--- config.mk ---
export PLATFORM = sky130hd
export DESIGN_NAME = ram_access_arbiter
export DESIGN_NICKNAME = d
export VERILOG_FILES = /design/src/rtl/ram_arb_pkg.sv /design/src/rtl/rr_arbiter2.sv /design/src/rtl/ram_access_arbiter.sv
export SDC_FILE = /design/constraint.sdc
export NUM_CORES = 1
export LEC_CHECK = 0
export ABC_AREA = 1
export BUFFER_PORTS_ARGS = -buffer_cell sky130_fd_sc_hd__buf_2
export CAP_MARGIN = 15
export CORE_MARGIN = 2
export CORE_UTILIZATION = 47
export CTS_CLUSTER_DIAMETER = 30
export DETAILED_ROUTE_END_ITERATION = 10
export GPL_TIMING_DRIVEN = 1
export PLACE_DENSITY = 0.83
export SLEW_MARGIN = 20
export SYNTH_ARGS = -nofsm -noshare
export SYNTH_HDL_FRONTEND = slang
export SYNTH_SLANG_ARGS = --single-unit
--- constraint.sdc ---
create_clock -name clk -period 2.9 [get_ports clk]
set_clock_uncertainty 0.1 [all_clocks]
set_input_delay 0.58 -clock clk [delete_from_list [all_inputs] [get_ports clk]]
set_output_delay 0.58 -clock clk [all_outputs]
set_load 0.01 [all_outputs]
--- src/rtl/ram_arb_pkg.sv ---
// Shared types and constants for the nibble RAM access arbiter.
package ram_arb_pkg;

  typedef enum logic [1:0] {
    REQ_NONE = 2'd0,
    REQ_CPU  = 2'd1,
    REQ_VID  = 2'd2,
    REQ_SS   = 2'd3
  } req_tag_t;

  localparam int STARVE_W = 8;

  // Saturating increment for the starve wait counter.
  function automatic logic [STARVE_W-1:0] sat_inc(input logic [STARVE_W-1:0] val);
    logic [STARVE_W-1:0] res;
    if (val == {STARVE_W{1'b1}}) begin
      res = val;
    end else begin
      res = val + {{(STARVE_W-1){1'b0}}, 1'b1};
    end
    return res;
  endfunction

endpackage

--- src/rtl/rr_arbiter2.sv ---
// Two-way round-robin arbiter; bit 0 = scanout, bit 1 = savestate.
// The preference bit flips to the loser each time a grant is taken.
module rr_arbiter2 (
  input  logic       clk,
  input  logic       reset_n,
  input  logic [1:0] req,
  input  logic       advance,
  output logic [1:0] grant
);

  logic r_prio_ss;

  // Preference register: after a win, the other requester is favoured.
  always_ff @(posedge clk or negedge reset_n) begin
    if (!reset_n) begin
      r_prio_ss <= 1'b0;
    end else if (advance) begin
      r_prio_ss <= grant[0];
    end else begin
      r_prio_ss <= r_prio_ss;
    end
  end

  // Grant decode: a lone requester always wins, contention goes by preference.
  always_comb begin
    grant = 2'b00;
    case (req)
      2'b01:   grant = 2'b01;
      2'b10:   grant = 2'b10;
      2'b11:   grant = r_prio_ss ? 2'b10 : 2'b01;
      default: grant = 2'b00;
    endcase
  end

endmodule

--- src/rtl/ram_access_arbiter.sv ---
// Shares the single-port nibble RAM between CPU (absolute priority), LCD scanout
// and savestate engine (round-robin in CPU-idle cycles).
module ram_access_arbiter
  import ram_arb_pkg::*;
#(
  parameter int ADDR_W       = 12,
  parameter int STARVE_LIMIT = 64
) (
  input  logic              clk,
  input  logic              reset_n,
  input  logic              cpu_req,
  input  logic              cpu_we,
  input  logic [ADDR_W-1:0] cpu_addr,
  input  logic [3:0]        cpu_wdata,
  output logic [3:0]        cpu_rdata,
  input  logic              vid_req,
  input  logic [ADDR_W-1:0] vid_addr,
  output logic              vid_ack,
  output logic              vid_rvalid,
  output logic [3:0]        vid_rdata,
  input  logic              ss_req,
  input  logic              ss_we,
  input  logic [ADDR_W-1:0] ss_addr,
  input  logic [3:0]        ss_wdata,
  output logic              ss_ack,
  output logic              ss_rvalid,
  output logic [3:0]        ss_rdata,
  output logic              ram_en,
  output logic              ram_we,
  output logic [ADDR_W-1:0] ram_addr,
  output logic [3:0]        ram_wdata,
  input  logic [3:0]        ram_rdata,
  output logic              starve
);

  logic [1:0]          w_sec_req;
  logic [1:0]          w_sec_grant;
  req_tag_t            w_tag_next;
  req_tag_t            r_tag;
  logic [3:0]          r_cpu_rdata;
  logic [3:0]          r_vid_rdata;
  logic [3:0]          r_ss_rdata;
  logic [STARVE_W-1:0] r_wait_cnt;
  logic [STARVE_W-1:0] w_wait_next;
  logic                w_sec_pending;
  logic                w_sec_acked;
  logic                r_starve;

  // Secondaries only compete when the CPU leaves the port free.
  assign w_sec_req = {ss_req, vid_req} & {2{~cpu_req}};

  rr_arbiter2 u_rr (
    .clk     (clk),
    .reset_n (reset_n),
    .req     (w_sec_req),
    .advance (|w_sec_grant),
    .grant   (w_sec_grant)
  );

  assign vid_ack = w_sec_grant[0];
  assign ss_ack  = w_sec_grant[1];

  // RAM port mux and read tag for the access issued this cycle.
  always_comb begin
    ram_en     = 1'b0;
    ram_we     = 1'b0;
    ram_addr   = {ADDR_W{1'b0}};
    ram_wdata  = 4'h0;
    w_tag_next = REQ_NONE;
    if (cpu_req) begin
      ram_en     = 1'b1;
      ram_we     = cpu_we;
      ram_addr   = cpu_addr;
      ram_wdata  = cpu_wdata;
      w_tag_next = cpu_we ? REQ_NONE : REQ_CPU;
    end else if (w_sec_grant[0]) begin
      ram_en     = 1'b1;
      ram_addr   = vid_addr;
      w_tag_next = REQ_VID;
    end else if (w_sec_grant[1]) begin
      ram_en     = 1'b1;
      ram_we     = ss_we;
      ram_addr   = ss_addr;
      ram_wdata  = ss_wdata;
      w_tag_next = ss_we ? REQ_NONE : REQ_SS;
    end else begin
      w_tag_next = REQ_NONE;
    end
  end

  // One-deep in-flight tag; reset drops any outstanding response.
  always_ff @(posedge clk or negedge reset_n) begin
    if (!reset_n) begin
      r_tag <= REQ_NONE;
    end else begin
      r_tag <= w_tag_next;
    end
  end

  // Hold registers keep each port's last read nibble between responses.
  always_ff @(posedge clk or negedge reset_n) begin
    if (!reset_n) begin
      r_cpu_rdata <= 4'h0;
      r_vid_rdata <= 4'h0;
      r_ss_rdata  <= 4'h0;
    end else begin
      case (r_tag)
        REQ_CPU: r_cpu_rdata <= ram_rdata;
        REQ_VID: r_vid_rdata <= ram_rdata;
        REQ_SS:  r_ss_rdata  <= ram_rdata;
        default: begin
          r_cpu_rdata <= r_cpu_rdata;
          r_vid_rdata <= r_vid_rdata;
          r_ss_rdata  <= r_ss_rdata;
        end
      endcase
    end
  end

  assign cpu_rdata  = (r_tag == REQ_CPU) ? ram_rdata : r_cpu_rdata;
  assign vid_rdata  = (r_tag == REQ_VID) ? ram_rdata : r_vid_rdata;
  assign ss_rdata   = (r_tag == REQ_SS)  ? ram_rdata : r_ss_rdata;
  assign vid_rvalid = (r_tag == REQ_VID);
  assign ss_rvalid  = (r_tag == REQ_SS);

  assign w_sec_pending = (vid_req & ~vid_ack) | (ss_req & ~ss_ack);
  assign w_sec_acked   = vid_ack | ss_ack;

  // Wait counter: any secondary ack restarts the count.
  always_comb begin
    w_wait_next = r_wait_cnt;
    if (w_sec_acked) begin
      w_wait_next = {STARVE_W{1'b0}};
    end else if (w_sec_pending) begin
      w_wait_next = sat_inc(r_wait_cnt);
    end else begin
      w_wait_next = r_wait_cnt;
    end
  end

  // Counter and sticky starve flag; the flag is set the edge the count reaches the limit.
  always_ff @(posedge clk or negedge reset_n) begin
    if (!reset_n) begin
      r_wait_cnt <= {STARVE_W{1'b0}};
      r_starve   <= 1'b0;
    end else begin
      r_wait_cnt <= w_wait_next;
      r_starve   <= r_starve | (w_wait_next == STARVE_W'(STARVE_LIMIT));
    end
  end

  assign starve = r_starve;

endmodule

==> results.md <==
- R2r setup slk: slightly above 1 ns
- Cells on worst reg2reg path: 12
- Worst r2r src: r_wait_cnt[0]
- Synthesized area per cell: 6.73 sq um
- Seq/Total Area, Yosys: 0.395
- NetSw: 341 uW
- Postcts setup bufs: 0
- Type of origin of the critical path: primary input
- Antenna violations before repair: 0
- Worst-path clk slew: 0.14 ns
- Total track usage: 0.235
- Slowest CP cell: clkinv_1
- Wirelength, routed: 3990 um
- Hold/Removal Path Class: in -> async
- Status: complete, no violations
- Maximum buffer depth of the clock tree: 2
- Crit end category: output port
- Sw Share: 0.335
- Hold slack: 0.107 ns
- Tightest Pin Transition: approximately 0.5 ns
- CTS tree: yes
- Cells after synthesis: 226
- Clock Tree Root: clkbuf_4
- Pwr dens: just under 500 nW/um^2
- Crit Path Class: in -> out
- Final Core Density: 0.671
- Final setup violation count: 0
- Placed Cells: 355
- Residual overflow from global routing: 0
- Core area: 3050 sq um
- CP max stage delay: ~0.40 ns
- FP Rows: 20
- Vias/cell: 4.89
- Ant diodes: 0
- Max_cap viols: 0
- WP buf/inv: 3
- Residual DRC: 0
- Die height: 60.9 um
- Crit-path leading delay family: buffers and inverters
- Net Count, Synth: 282
- Die area: 3710 sq um
- Yosys warnings: 0
- Clk_lat worst skew: 0.32 ns
- Count of hold buffers inserted by post-cts repair: 0
- Fraction of layout cells with a size suffix above 1: 0.330
- Clock power frac: 0.237
- Endpoints failing hold: 0
- Initial Utilization: 0.498
- Post_cts resized: 0
- Antenna-violating nets left: 0
- Worst-path fanout max: 19
- RD Place Congestion: ~0.81
- Crit-path cells: buf_2, nor2_2, nand2_2, clkinv_1, a22o_1, buf_2
- H-Tree Level Count: 1
- Area growth syn-to-layout: 34.8%
- Slew Limit Fails: 0
- Crit path time final: roughly 2.6 ns
- Final total power: 1020 uW
- #FFs+latches synth: 24
- Non-Filler Instances: about 360
- P_int: 677 uW
- Peak VDD IR: 0.000200 V
- First-pass iteration count of the detailed router: 6
- NumNets Final: roughly 370
- RSZ-0062 raised after global routing: false
- Logic pwr share: 0.341
- First-pass GRT wire length: around 6500 um
- Tcrit/Tclk final: 0.889
- Port Buffers: 89
- R2r endpoint: starve
- Final setup TNS: 0 ns
- Drt wl/cell: 11.1 um
- Highest clock rate: 388 MHz
- Netlist cell types: 24
- Most frequent CP cell: buf_2
- Dpl hpwl: about 3200 um
- Chip Width: roughly 60 um
- Leak: between 0.001 and 0.0015 uW
- Critical Path RT: 2.22 ns
- Clock sinks: 24
- Vias in the first global route: around 1.6k
- Syn Std Cell Area: approximately 1500 sq um
- Ports: 90
- Via count: 1,756
- Share of total power in sequential cells: 0.422
- 1st-iter DRT viols: 108
- CTS buffer count: 3
- Largest net degree at the start of global routing: 25
- Relative slew slack: 0.660
- Worst Path Arrival: 1.90 ns
==> how the worst max path moves through the flow <==
stage                       start      endpoint  cells past startpoint  slack (ns)
after floorplan           cpu_req  ram_addr[10]                      7        0.71
after global placement    cpu_req  ram_wdata[3]                      6        0.37
after detailed placement  cpu_req  ram_wdata[3]                      6        0.33
after CTS                 cpu_req  ram_wdata[3]                      6        0.32
after global routing      cpu_req  ram_wdata[0]                      6        0.21
final                     cpu_req  ram_wdata[0]                      6        0.32
==> per-layer routing <==
| layer | vias up | GRT usage | wire length, um |
|---|---|---|---|
| li1 | 894 | - | - |
| met1 | 782 | 0.279 | 1630 |
| met2 | 71 | 0.413 | 1990 |
| met3 | 9 | 0.0426 | 297 |
| met4 | 0 | 0.102 | 71 |
| met5 | - | 0 | 0 |
==> cell type report <==
cell class	instances	area, sq um
Fill cell	301	1000
Timing Repair Buffer	89	445
Sequential cell	24	601
Clock buffer	3	22.5
Clock inverter	1	30.0
Multi-Input combinational cell	167	779
Tap cell	44	55.1
Inverter	31	116
==> registers in the layout, summed over array words and instances, names as in the netlist <==
signal / flops
u_rr.r_prio_ss: 1
r_wait_cnt: 8
starve: 1
r_ss_rdata: 4
r_tag: 2
r_cpu_rdata: 4
r_vid_rdata: 4
==> logic make-up (layout without fill, tap and decap cells) <==
group,after synthesis,after routing,share of synthesized area
and+or+nand+nor,144,144,0.414
buffers and inverters,35,124,0.0922
DFF,24,24,0.395
AOI/OAI and AO/OA,20,20,0.0790
xor gates and xnor gates,2,2,0.0115
adders and majority gates,1,1,0.00823
==> cell usage in the layout (no fill, tap or decap), drive strengths merged <==
master and n:
dfrtp 24, o22ai 1, a22o 4, xor2 1, o21ai 15, nand2 92
inv 30, nand3b 2, clkinv 1, buf 89, nor2 13, clkbuf 3
nor3 1, xnor2 1, nand3 36, bufinv 1, ha 1
==> synth_stat cells, drive strengths merged <==
cell	count	area, sq um
a22o	4	35.0
buf	2	16.3
clkbuf	2	7.51
clkinv	1	3.75
dfrtp	24	601
ha	1	12.5
inv	30	113
nand2	92	363
nand3	36	185
nand3b	2	15.0
nor2	13	61.3
nor3	1	5.00
o21ai	15	78.8
o22ai	1	6.26
xnor2	1	8.76
xor2	1	8.76
==> power by group through the flow <==
stage,Clock [uW],Combinational (uW),Sequential (uW)
after global routing,264,395,437
after CTS,245,350,429
after global placement,0,340,433
final,241,347,429
after detailed placement,0,347,435
after floorplan,0,213,426
==> worst register-to-register path: stages, from the launching register on <==
cell     delay, ns
dfrtp_1       0.43
ha_1          0.25
nand3_1       0.13
inv_1         0.08
nand2_1       0.23
nand2_1       0.09
nand2_1       0.07
nand2_1       0.05
nand3_1       0.09
nand2_1       0.07
nor2_1        0.13
nand2_1       0.07
nand2_1       0.05
==> per-stage QoR <==
step	cell area [sq um]	setup slack (ns)
after global placement	2000	0.367
after detailed placement	2000	0.325
after floorplan	1520	0.710
final	2050	0.321
after CTS	2050	0.324
after global routing	2050	0.206
(Power assumes the default switching activity.)
